==> src/rtl/spi_fl_cmd_ctrl.sv <==
`default_nettype none
// ============================================================================
//  Module      : spi_fl_cmd_ctrl
//  Description : CPU-facing command sequencer for the SPI flash master.
//                Holds TX data, flash address, command byte and command type.
//                A START issues a one-cycle valid strobe and tracks the
//                master's busy window. It captures the reply word when one
//                is expected, and reports busy/done/timeout/err status.
//  Revision    : 1.0 - initial release
// ============================================================================
module spi_fl_cmd_ctrl #(
    parameter int TO_W   = 16,
    parameter int TO_CYC = 4096
) (
    input  logic        clk,
    input  logic        rst,              // asynchronous, active-low
    input  logic        valid,
    input  logic [2:0]  addr,
    input  logic [31:0] wdata,
    input  logic [3:0]  wstrb,
    output logic [31:0] rdata,
    output logic        ready,
    output logic [31:0] m_data_in,
    output logic [23:0] m_address,
    output logic [7:0]  m_command,
    output logic [2:0]  m_commtype,
    output logic        m_validflag,
    input  logic        m_tready,
    input  logic        m_validflag_out,
    input  logic [31:0] m_data_out
);

    localparam logic [TO_W-1:0] c_to_max = TO_W'(TO_CYC - 1);

    localparam logic [2:0] c_off_tx   = 3'd0;
    localparam logic [2:0] c_off_addr = 3'd1;
    localparam logic [2:0] c_off_cmd  = 3'd2;
    localparam logic [2:0] c_off_stat = 3'd3;
    localparam logic [2:0] c_off_rx   = 3'd4;

    typedef enum logic [2:0] {
        S_IDLE  = 3'd0,
        S_ISSUE = 3'd1,
        S_ACK   = 3'd2,
        S_RUN   = 3'd3,
        S_REPLY = 3'd4,
        S_FIN   = 3'd5
    } state_t;

    state_t            r_state;
    logic [TO_W-1:0]   r_to_cnt;
    logic              r_ready;
    logic [31:0]       r_rdata;
    logic [31:0]       r_txdata;
    logic [23:0]       r_addr;
    logic [7:0]        r_cmd;
    logic [2:0]        r_type;
    logic [31:0]       r_rxdata;
    logic              r_busy;
    logic              r_done;
    logic              r_timeout;
    logic              r_err;
    logic              r_vfo_q;
    logic              r_m_valid;
    logic [31:0]       r_m_data;
    logic [23:0]       r_m_addr;
    logic [7:0]        r_m_cmd;
    logic [2:0]        r_m_type;

    logic              w_acc;
    logic              w_wr;
    logic              w_rd;
    logic              w_wr_cfg;
    logic              w_drop;
    logic              w_wr_ok;
    logic              w_start;
    logic              w_w1c;
    logic              w_rise;
    logic              w_to_hit;
    logic [7:0]        w_cmd_new;
    logic [2:0]        w_type_new;
    logic [31:0]       w_rdata;

    // A request is taken on the first valid cycle while the ack is low.
    assign w_acc    = valid & ~r_ready;
    assign w_wr     = w_acc & (|wstrb);
    assign w_rd     = w_acc & ~(|wstrb);
    assign w_wr_cfg = w_wr & (addr <= c_off_cmd);
    // Configuration is frozen while a transaction is in flight.
    assign w_drop   = w_wr_cfg & r_busy;
    assign w_wr_ok  = w_wr_cfg & ~r_busy;
    assign w_start  = w_wr_ok & (addr == c_off_cmd) & wstrb[3] & wdata[31];
    assign w_w1c    = w_wr & (addr == c_off_stat) & wstrb[0];
    // Only a fresh low-to-high transition of the reply flag counts.
    assign w_rise   = m_validflag_out & ~r_vfo_q;
    assign w_to_hit = (r_to_cnt == c_to_max);

    // The START write itself may update the command fields; the master must see them.
    assign w_cmd_new  = wstrb[0] ? wdata[7:0]  : r_cmd;
    assign w_type_new = wstrb[1] ? wdata[10:8] : r_type;

    // Register read multiplexer; CMD bit 31 (START) always reads as zero.
    always_comb begin
        w_rdata = 32'h0;
        case (addr)
            c_off_tx:   w_rdata = r_txdata;
            c_off_addr: w_rdata = {8'h0, r_addr};
            c_off_cmd:  w_rdata = {21'h0, r_type, r_cmd};
            c_off_stat: w_rdata = {28'h0, r_err, r_timeout, r_done, r_busy};
            c_off_rx:   w_rdata = r_rxdata;
            default:    w_rdata = 32'h0;
        endcase
    end

    // Bus handshake: one-cycle ack with read data registered alongside it.
    always_ff @(posedge clk or negedge rst) begin
        if (!rst) begin
            r_ready <= 1'b0;
            r_rdata <= 32'h0;
        end else begin
            r_ready <= w_acc;
            if (w_acc) begin
                r_rdata <= w_rd ? w_rdata : 32'h0;
            end
        end
    end

    // CPU-visible configuration registers with byte enables.
    always_ff @(posedge clk or negedge rst) begin
        if (!rst) begin
            r_txdata <= 32'h0;
            r_addr   <= 24'h0;
            r_cmd    <= 8'h0;
            r_type   <= 3'h0;
        end else if (w_wr_ok) begin
            case (addr)
                c_off_tx: begin
                    for (int b = 0; b < 4; b++) begin
                        if (wstrb[b]) r_txdata[8*b +: 8] <= wdata[8*b +: 8];
                    end
                end
                c_off_addr: begin
                    for (int b = 0; b < 3; b++) begin
                        if (wstrb[b]) r_addr[8*b +: 8] <= wdata[8*b +: 8];
                    end
                end
                c_off_cmd: begin
                    r_cmd  <= w_cmd_new;
                    r_type <= w_type_new;
                end
                default: ;
            endcase
        end
    end

    // Command sequencer, timeout counter, status flags and master-side outputs.
    always_ff @(posedge clk or negedge rst) begin
        if (!rst) begin
            r_state   <= S_IDLE;
            r_to_cnt  <= '0;
            r_busy    <= 1'b0;
            r_done    <= 1'b0;
            r_timeout <= 1'b0;
            r_err     <= 1'b0;
            r_rxdata  <= 32'h0;
            r_vfo_q   <= 1'b0;
            r_m_valid <= 1'b0;
            r_m_data  <= 32'h0;
            r_m_addr  <= 24'h0;
            r_m_cmd   <= 8'h0;
            r_m_type  <= 3'b111;
        end else begin
            r_vfo_q <= m_validflag_out;

            // Write-one-to-clear first so that any same-cycle set below wins.
            if (w_w1c) begin
                if (wdata[1]) r_done    <= 1'b0;
                if (wdata[2]) r_timeout <= 1'b0;
                if (wdata[3]) r_err     <= 1'b0;
            end
            if (w_drop) r_err <= 1'b1;

            case (r_state)
                S_IDLE: begin
                    if (w_start) begin
                        r_state   <= S_ISSUE;
                        r_busy    <= 1'b1;
                        r_done    <= 1'b0;
                        r_timeout <= 1'b0;
                        r_m_valid <= 1'b1;
                        r_m_data  <= r_txdata;
                        r_m_addr  <= r_addr;
                        r_m_cmd   <= w_cmd_new;
                        r_m_type  <= w_type_new;
                    end
                end
                S_ISSUE: begin
                    r_m_valid <= 1'b0;
                    r_state   <= S_ACK;
                    r_to_cnt  <= '0;
                end
                S_ACK: begin
                    if (!m_tready) begin
                        r_state  <= S_RUN;
                        r_to_cnt <= '0;
                    end else if (w_to_hit) begin
                        r_state   <= S_IDLE;
                        r_busy    <= 1'b0;
                        r_timeout <= 1'b1;
                    end else begin
                        r_to_cnt <= r_to_cnt + TO_W'(1);
                    end
                end
                S_RUN: begin
                    if (m_tready) begin
                        r_state  <= ((r_m_type == 3'b001) || (r_m_type == 3'b010)) ? S_REPLY : S_FIN;
                        r_to_cnt <= '0;
                    end else if (w_to_hit) begin
                        r_state   <= S_IDLE;
                        r_busy    <= 1'b0;
                        r_timeout <= 1'b1;
                    end else begin
                        r_to_cnt <= r_to_cnt + TO_W'(1);
                    end
                end
                S_REPLY: begin
                    if (w_rise) begin
                        r_rxdata <= m_data_out;
                        r_state  <= S_FIN;
                        r_to_cnt <= '0;
                    end else if (w_to_hit) begin
                        r_state   <= S_IDLE;
                        r_busy    <= 1'b0;
                        r_timeout <= 1'b1;
                    end else begin
                        r_to_cnt <= r_to_cnt + TO_W'(1);
                    end
                end
                S_FIN: begin
                    r_busy  <= 1'b0;
                    r_done  <= 1'b1;
                    r_state <= S_IDLE;
                end
                default: begin
                    r_state   <= S_IDLE;
                    r_busy    <= 1'b0;
                    r_m_valid <= 1'b0;
                end
            endcase
        end
    end

    assign rdata       = r_rdata;
    assign ready       = r_ready;
    assign m_data_in   = r_m_data;
    assign m_address   = r_m_addr;
    assign m_command   = r_m_cmd;
    assign m_commtype  = r_m_type;
    assign m_validflag = r_m_valid;

endmodule
`default_nettype wire
==> config.mk <==
export PLATFORM = sky130hd
export DESIGN_NAME = spi_fl_cmd_ctrl
export DESIGN_NICKNAME = d
export VERILOG_FILES = /design/src/rtl/spi_fl_cmd_ctrl.sv
export SDC_FILE = /design/constraint.sdc
export NUM_CORES = 1
export LEC_CHECK = 0
export CORE_MARGIN = 2
export CORE_UTILIZATION = 53
export CTS_CLUSTER_SIZE = 8
export DETAILED_ROUTE_END_ITERATION = 12
export GPL_ROUTABILITY_DRIVEN = 1
export PLACE_DENSITY = 0.79
export SETUP_SLACK_MARGIN = 0.4
export SLEW_MARGIN = 15
export SYNTH_ARGS = -nofsm -noshare
export SYNTH_HDL_FRONTEND = slang
export SYNTH_SLANG_ARGS = --single-unit
==> constraint.sdc <==
create_clock -name clk -period 2.6 [get_ports clk]
set_input_delay 0.52 -clock clk [delete_from_list [all_inputs] [get_ports clk]]
set_output_delay 0.52 -clock clk [all_outputs]
set_load 0.1 [all_outputs]
==> flow_summary.json, run 1 <==
{
  "clk_path_buf_depth": 3,
  "synth_top_family_by_area": "multiplexers",
  "fin_cells": 1227,
  "finalSetupTns_ns": 0,
  "synth_compound_area_share_pct": 8.62,
  "final_cell_mix": "dfrtp_1, buf_4, mux2_2, clkdlybuf4s50_1, nand2_1",
  "ys.flop_type": "dfrtp_1",
  "dpl.hpwl_microns": 16600,
  "wire_per_inst_microns": 20.4,
  "firstDrtPassIters": 4,
  "finalMaxSlewViolations": 0,
  "startpoint_type": "flop",
  "cts_tree": "built",
  "fin_crit_ns": 2.24,
  "grt_pass1_vias": 7220,
  "synth.distinct_cells": 49,
  "placeableCoreArea_sq_mm": 0.0179,
  "io_buffers": 176,
  "arrival_ns": 2.66,
  "syn_nets": 838,
  "synth_top_area_share_pct": 57.2,
  "path_delay_family": "simple AND/OR/NAND/NOR gates",
  "required_ns": 3.02,
  "holdCritPathClass": "in -> reg",
  "nFillCells": 1225,
  "die_h_microns": 139,
  "synthArstFlopShare_pct": 100,
  "finalSetupViolCount": 0,
  "cpPeakStageDelay_ns": 0.54,
  "crit_top_cell": "buf_12",
  "n_antenna_cell": 0,
  "start_util_pct": 54.0,
  "drt-initial-drc-count": 525,
  "maxCapViolations": 0,
  "grt_pass1_wl_microns": 39600,
  "clk_pin_slew_worst_paths_ns": 0.05,
  "grt_max_degree": 75,
  "synthTopCellsByArea": "dfrtp_1, mux2_2, mux2i_1, nand2_1, a22o_1",
  "ios": 177,
  "cp_slowest_cell": "or4b_4",
  "ir_worst_vdd_mv": 0.730,
  "max_slew_margin_pct": 54.5,
  "hold_viol": 0,
  "rsz0062_at_grt": "true",
  "grt_overflow": 0,
  "p_leak_nw": 6.12,
  "synth_top_area_cell": "dfrtp_1",
  "wirelength_microns": 25000,
  "cts-root-buf": "clkbuf_16",
  "final_common_cell": "dfrtp_1",
  "p_clk_share_pct": 31.2,
  "rows": 49,
  "synthMuxAreaShare_pct": 23.1,
  "dieArea_sq_mm": 0.0193,
  "vias_per_cell": 5.72,
  "numPlacedInstances": 1167,
  "ant_nets": 0,
  "tritoncts_num_sinks": 224,
  "intPower_mw": 7.58,
  "htreeDepth": 1,
  "cp_num_buf_inv": 2,
  "criticalPathCategory": "reg -> reg",
  "cp-end-kind": "flop",
  "fin_skew_ns": 0.0120,
  "layout-drive-gt1-share_pct": 36.8,
  "ys_ff_latch": 224,
  "gp_congestion": 0.850,
  "fmax_mhz": 446,
  "areaGrowthSynthToFinish_pct": 33.6,
  "period_share_pct": 86.2,
  "cts_made_buffers": 31,
  "final_core_util_pct": 72.2,
  "grt_usage_pct": 25.6,
  "p_per_area_mw_per_mm2": 873,
  "grt_antenna_before_repair": 0,
  "die_w_microns": 139,
  "p_seq_share_pct": 42.9,
  "synthAdderAreaFrac_pct": 0.259,
  "layout.nets": 1065,
  "num_vias": 7015,
  "p_switching_mw": 3.70,
  "synthCells": 760,
  "status": "finished clean",
  "power.total_mw": 11.3,
  "p_comb_share_pct": 25.8,
  "clk_latency_ns": 0.54,
  "worst-path-max-fanout": 13,
  "ys_warn_count": 0,
  "synthXorXnorAreaFrac_pct": 0.272,
  "syn_avg_cell_area_sq_um": 12.7,
  "synth_edf_count": 0,
  "drc": 0,
  "path_cells": "or4b_4 > nor4_4 > nor2b_4 > buf_12 > buf_12 > mux2_2",
  "yosys.area_share.simple_pct": 7.43,
  "synth_area_sq_mm": 0.00967,
  "sw_frac_of_total_pct": 32.8,
  "ff2ff_setup_slack_ns": 0.36,
  "yosysSeqAreaShare_pct": 58.0,
  "tightest_slew_ns": 0.676
}
==> final cells by class <==
| cell class | instances | area (sq um) | share of cell area (%) |
|---|---|---|---|
| Clock buffer | 43 | 821 | 6.35 |
| Clock inverter | 1 | 8.76 | 0.0678 |
| Inverter | 7 | 26.3 | 0.203 |
| Multi-Input combinational cell | 489 | 3950 | 30.6 |
| Sequential cell | 224 | 5610 | 43.4 |
| Tap cell | 229 | 287 | 2.22 |
| Timing Repair Buffer | 234 | 2210 | 17.1 |
==> registers in the layout, indices dropped and copies added (netlist names), 3 cells and up <==
name,flops
m_address,24
m_command,8
m_commtype,3
m_data_in,32
r_addr,24
r_cmd,8
r_rxdata,32
r_state,3
r_to_cnt,16
r_txdata,32
r_type,3
rdata,32
==> layer usage <==
metal,vias up,wire [microns],track usage (%)
li1,3209,-,-
met1,3546,11000,35.4
met2,223,12000,41.5
met3,37,1460,5.25
met4,0,534,7.39
met5,-,0,0
==> cells in the mapped netlist (2+ instances only) <==
cell type	number
dfrtp_1	221
mux2_2	155
nand2_1	63
mux2i_1	49
a21oi_1	38
nor2_1	38
o21ai_0	36
a22o_1	25
clkbuf_1	20
buf_2	9
nand3_1	9
buf_4	7
inv_1	7
nor2b_1	6
o211ai_1	6
nand2b_1	5
a31oi_1	4
nand4_1	4
o22ai_1	4
or2_2	4
buf_1	3
dfstp_2	3
nor3_1	3
nor4_1	3
o311ai_0	3
or4_1	3
xnor2_1	3
a21o_1	2
a22oi_1	2
a32o_1	2
a41oi_1	2
and3_1	2
ha_1	2
or3_1	2
==> logic make-up (layout without fill, tap and decap cells) <==
family / after synthesis / in the layout
muxes: 204 / 204
and+or+nand+nor: 150 / 150
adders and majority gates: 2 / 2
xor gates and xnor gates: 3 / 3
AOI/OAI and AO/OA: 130 / 130
buffers and inverters: 47 / 285
DFF: 224 / 224
==> per-stage QoR <==
step	hold WS (ns)	setup slack, ns	area (sq um)
global route	0.470	0.295	12900
global placement	0.465	-0.231	11700
CTS	0.449	0.415	12700
finish	0.467	0.358	12900
floorplan	0.224	0.252	9700
detailed placement	0.475	-0.250	11700
==> what timing repair did <==
action,CTS,global route
endpoints found under the setup margin,57,64
endpoints found under the hold margin,69,0
buffers inserted,4,6
gates cloned,3,2
hold buffers,1,0
resized for setup,5,28
pin swaps,1,0
==> final timing paths <==
| check | to | cells past startpoint | start |
|---|---|---|---|
| worst max-delay path | m_data_in[3] | 6 | ready |
| worst min-delay path | r_vfo_q | 1 | m_validflag_out |
| worst max register to register | m_data_in[3] | 6 | ready |
| worst min register to register | rdata[24] | 2 | rdata[24] |
| max in group asynchronous | r_to_cnt[3] | 3 | rst |
| min in group asynchronous | r_addr[14] | 2 | rst |
==> power by group through the flow <==
| stage | registers, mW | logic [mW] | clock network, mW |
|---|---|---|---|
| floorplan | 5.47 | 1.37 | 0 |
| CTS | 4.81 | 2.90 | 3.58 |
| detailed placement | 4.86 | 2.88 | 0 |
| global placement | 4.83 | 2.80 | 0 |
| finish | 4.84 | 2.91 | 3.52 |
| global route | 4.94 | 3.13 | 3.76 |
(Power assumes the default switching activity.)
==> inputs of run 2 (changes only) <==
- CORE_ASPECT_RATIO: default -> 1.1
- CORE_MARGIN: 2 -> default
==> run 2 against run 1 <==
First-iteration DRC count decreased by 37%. Clock power increased by 3%. Sequential share of layout area increased by 0.058 points. Maximum frequency increased by 0.84%. Routed wire length increased by 0.76%. Critical path type unchanged. Largest power group unchanged.
==> flow_summary.json, run 2 (synthesis results as in run 1) <==
{
  "clk_pin_slew_worst_paths_ns": 0.05,
  "tritoncts_num_sinks": 224,
  "fmax_mhz": 450,
  "die_h_microns": 144,
  "layout-drive-gt1-share_pct": 36.1,
  "crit_start": "ready",
  "final_common_cell": "dfrtp_1",
  "final_cell_mix": "dfrtp_1, mux2_2, buf_4, clkdlybuf4s50_1, nand2_1",
  "hold_viol": 0,
  "worst-path-max-fanout": 10,
  "rows": 51,
  "cts_made_buffers": 31,
  "holdWs_ns": 0.456,
  "rsz0062_at_grt": "true",
  "start_util_pct": 54.3,
  "fin_skew_ns": 0.0142,
  "wire_per_inst_microns": 20.2,
  "cts_tree": "built",
  "grt_pass1_wl_microns": 38600,
  "nFillCells": 1216,
  "p_per_area_mw_per_mm2": 885,
  "areaGrowthSynthToFinish_pct": 33.4,
  "grt_overflow": 0,
  "p_leak_nw": 6.10,
  "period_share_pct": 85.5,
  "dpl_cell_area_sq_mm": 0.0117,
  "clk_latency_ns": 0.54,
  "drc": 0,
  "finalSetupViolCount": 0,
  "wirelength_microns": 25200,
  "vias_per_cell": 5.66,
  "tightest_slew_ns": 0.967,
  "grt_antenna_before_repair": 1,
  "ios": 177,
  "path_delay_family": "simple AND/OR/NAND/NOR gates",
  "required_ns": 3.01,
  "arrival_ns": 2.63,
  "ir_worst_vdd_mv": 0.595,
  "cp_num_buf_inv": 2,
  "grt_max_degree": 75,
  "placeableCoreArea_sq_mm": 0.0178,
  "cts-root-buf": "clkbuf_16",
  "dieArea_sq_mm": 0.0188,
  "r2r-start": "ready",
  "grt_pass1_vias": 7265,
  "grt_usage_pct": 27.0,
  "htreeDepth": 1,
  "finalMaxSlewViolations": 0,
  "gp_congestion": 0.813,
  "status": "finished clean",
  "startpoint_type": "flop",
  "fin_crit_ns": 2.22,
  "path_cells": "or4b_4 > nor4_4 > nor2b_4 > buf_6 > buf_12 > mux2_2",
  "cpPeakStageDelay_ns": 0.54,
  "layout.nets": 1063,
  "dpl.hpwl_microns": 16500,
  "io_buffers": 176,
  "stdcell_area_sq_mm": 0.0129,
  "criticalPathCategory": "reg -> reg",
  "maxCapViolations": 0,
  "drt-initial-drc-count": 331,
  "clk_path_buf_depth": 3,
  "finalSetupTns_ns": 0,
  "max_slew_margin_pct": 35.3,
  "cp-end-kind": "flop",
  "die_w_microns": 131,
  "ant_nets": 0,
  "num_vias": 7071,
  "ff2ff_setup_slack_ns": 0.38,
  "firstDrtPassIters": 5,
  "worstHoldStart": "m_validflag_out",
  "power.total_mw": 11.4,
  "cp_slowest_cell": "or4b_4",
  "holdCritPathClass": "in -> reg"
}
## run 2: cell types whose count changed in the layout (fill, tap and decap cells not counted), moves of 3 or more
cell	before	now
clkbuf_1	12	26
mux2_2	128	140
mux2_4	27	15
buf_6	0	4
buf_4	140	137
## run 2: cell type report
type | count | area, sq um | share of cell area (%)
diodes | 1 | 2.50 | 0.0194
clock buffers | 57 | 873 | 6.77
clock inverters | 1 | 8.76 | 0.0679
inverters | 7 | 26.3 | 0.204
multi-input cells | 489 | 3920 | 30.4
flip-flops and latches | 224 | 5610 | 43.5
well taps | 238 | 298 | 2.31
repair buffers | 232 | 2160 | 16.7
## run 2: metrics by stage
stage / instances / setup slack (ns) / utilization, %
2_1_floorplan: 760 / 0.252 / -
3_3_place_gp: 1175 / -0.151 / 65.9
3_5_place_dp: 1175 / -0.203 / 65.9
4_1_cts: 1241 / 0.369 / 71.5
5_1_grt: 1249 / 0.322 / 72.5
6_report: 1249 / 0.377 / 72.5
## run 2: worst paths after layout
kind,end,cells after the start
setup / recovery,m_address[3],6
hold / removal,r_vfo_q,1
setup reg to reg,m_address[3],6
hold reg to reg,rdata[29],2
max in group asynchronous,r_addr[11],3
min in group asynchronous,r_to_cnt[10],2
## run 2: where the power goes
part / leakage [nW] / internal [mW] / switching [mW]
sequential: 2.95 / 4.26 / 0.593
clock: 0.417 / 2.22 / 1.41
combinational: 2.74 / 1.18 / 1.75
total: 6.10 / 7.66 / 3.76
## run 2: what timing repair did
item / CTS / global route
buffers inserted: 5 / 4
gates resized for setup: 4 / 16
cloned: 2 / 3
hold buffers: 1 / 0
hold endpoints to repair: 65 / 0
setup endpoints to repair: 61 / 76
pin swaps: 1 / 1
## run 2: layer usage
layer | part of all wire (%) | vias up | GRT usage, %
li1 | - | 3216 | -
met1 | 41 | 3564 | 35.0
met2 | 50 | 235 | 44.2
met3 | 5.9 | 56 | 5.32
met4 | 2.7 | 0 | 11.1
met5 | 0 | - | 0
==> inputs of run 3 (changes only) <==
- CORE_MARGIN: default -> 1
- MAX_ROUTING_LAYER: default -> met4
==> run 3 against run 2 <==
Sequential cell count did not move. Count of clock-buffer cells in the layout did not move. Final cell count is essentially flat. Critical path depth unchanged. Combinational power barely moved. Total power about the same. Routed wire length is 0.13% lower. Final area grew 0.27%. Critical path type unchanged.
==> flow_summary.json, run 3 (synthesis results as in run 1) <==
{
  "tightest_slew_ns": 1.17,
  "drc": 0,
  "cts_made_buffers": 31,
  "start_util_pct": 54.3,
  "grt_overflow": 0,
  "cp_num_buf_inv": 2,
  "placeableCoreArea_sq_mm": 0.0178,
  "required_ns": 3.01,
  "cpPeakStageDelay_ns": 0.54,
  "holdWs_ns": 0.455,
  "rsz0062_at_grt": "true",
  "cp_slowest_cell": "or4b_4",
  "layout.nets": 1064,
  "final_core_util_pct": 72.7,
  "grt_usage_pct": 27.8,
  "worst-path-stages": 6,
  "wire_per_inst_microns": 20.1,
  "ios": 177,
  "status": "finished clean",
  "fin_skew_ns": 0.0150,
  "dpl.hpwl_microns": 16500,
  "maxCapViolations": 0,
  "die_h_microns": 144,
  "gp_congestion": 0.825,
  "path_cells": "or4b_4 > nor4_4 > nor2b_4 > buf_6 > buf_12 > mux2_2",
  "ff2ff_setup_slack_ns": 0.40,
  "cts_tree": "built",
  "clk_pin_slew_worst_paths_ns": 0.05,
  "drt-initial-drc-count": 380,
  "nFillCells": 1211,
  "p_leak_nw": 6.12,
  "hold_viol": 0,
  "crit_path_end": "m_address[3]",
  "die_w_microns": 131,
  "cp-end-kind": "flop",
  "grt_pass1_wl_microns": 38600,
  "met3_usage_pct": 4.77,
  "wirelength_microns": 25200,
  "finalSetupViolCount": 0,
  "grt_pass1_vias": 7251,
  "criticalPathCategory": "reg -> reg",
  "startpoint_type": "flop",
  "numPlacedInstances": 1175,
  "final_common_cell": "dfrtp_1",
  "cts-root-buf": "clkbuf_16",
  "final_cell_mix": "dfrtp_1, buf_4, mux2_2, clkdlybuf4s50_1, nand2_1",
  "r2r-start": "ready",
  "grt_max_degree": 75,
  "arrival_ns": 2.61,
  "fin_cells": 1250,
  "grt_antenna_before_repair": 1,
  "path_delay_family": "simple AND/OR/NAND/NOR gates",
  "p_per_area_mw_per_mm2": 882,
  "fmax_mhz": 455,
  "reg2reg_depth": 6,
  "firstDrtPassIters": 5,
  "fin_crit_ns": 2.20,
  "grt_use_met2_pct": 44.0,
  "grtUsageMet1_pct": 35.5,
  "ant_nets": 0,
  "r2r_end": "m_address[3]",
  "grt_busiest_layer": "met2",
  "max_slew_margin_pct": 21.9,
  "layout-drive-gt1-share_pct": 36.2,
  "crit_start": "ready",
  "ir_worst_vdd_mv": 0.596,
  "areaGrowthSynthToFinish_pct": 33.8,
  "rows": 51,
  "period_share_pct": 84.6,
  "tritoncts_num_sinks": 224,
  "vias_per_cell": 5.66,
  "clk_path_buf_depth": 3,
  "clk_latency_ns": 0.54,
  "htreeDepth": 1,
  "finalMaxSlewViolations": 0,
  "io_buffers": 176,
  "holdCritPathClass": "in -> reg",
  "num_vias": 7073,
  "power.total_mw": 11.4,
  "worst-path-max-fanout": 10,
  "dieArea_sq_mm": 0.0188
}
[run 3: cell types whose count changed in the layout (fill, tap and decap cells not counted)]
cell	before	now
mux2_2	140	133
inv_1	7	6
buf_6	4	5
nor2b_2	1	0
nor2b_1	4	5
mux2_4	15	22
inv_2	0	1
[run 3: timing repair]
item                                   4_1_cts  5_1_grt
setup buffers                                5        5
pin swaps                                    1        1
hold buffers                                 1        0
gates cloned                                 2        3
endpoints found under the hold margin       65        0
gates resized for setup                      4       25
setup endpoints to repair                   61       76
[run 3: where the power goes]
part | internal [mW] | leakage, nW | switching [mW]
logic | 1.18 | 2.75 | 1.75
clock network | 2.22 | 0.417 | 1.41
registers | 4.26 | 2.95 | 0.589
total | 7.67 | 6.12 | 3.75
[run 3: layer usage]
layer	up-vias	part of all wire [%]
met4	0	2.8
met5	-	0
met3	64	5.9
met2	253	50
li1	3213	-
met1	3543	41
[run 3: layout make-up]
type,count,area [sq um],share of cell area (%)
Antenna cell,1,2.50,0.0193
Tap cell,238,298,2.30
Clock buffer,57,873,6.75
Clock inverter,1,8.76,0.0677
Inverter,7,26.3,0.203
Multi-Input combinational cell,489,3940,30.5
Sequential cell,224,5610,43.4
Timing Repair Buffer,233,2170,16.8
[run 3: through the flow]
step / TNS (ns) / cell area, sq um / worst slack [ns]
floorplan: 0 / 9700 / 0.252
global placement: -8.70 / 11700 / -0.151
detailed placement: -11.47 / 11700 / -0.203
CTS: 0 / 12700 / 0.369
global route: 0 / 12900 / 0.322
finish: 0 / 12900 / 0.401
[run 3: worst min-delay path by stage]
stage	startpoint	endpoint	slack [ns]	cells after the start
6_report	m_validflag_out	r_vfo_q	0.46	1
3_5_place_dp	rdata[29]	rdata[29]	0.48	2
5_1_grt	m_validflag_out	r_vfo_q	0.46	1
4_1_cts	m_validflag_out	r_vfo_q	0.44	1
3_3_place_gp	rdata[24]	rdata[24]	0.47	2
2_1_floorplan	rst	m_address[0]	0.22	0
[run 3: worst reg2reg max path: cells and delay by family (launching register included)]
family / cells / cell delay (ns)
mux: 1 / 0.34
simple gates: 3 / 0.95
buf+inv: 2 / 0.32
flops: 1 / 0.48
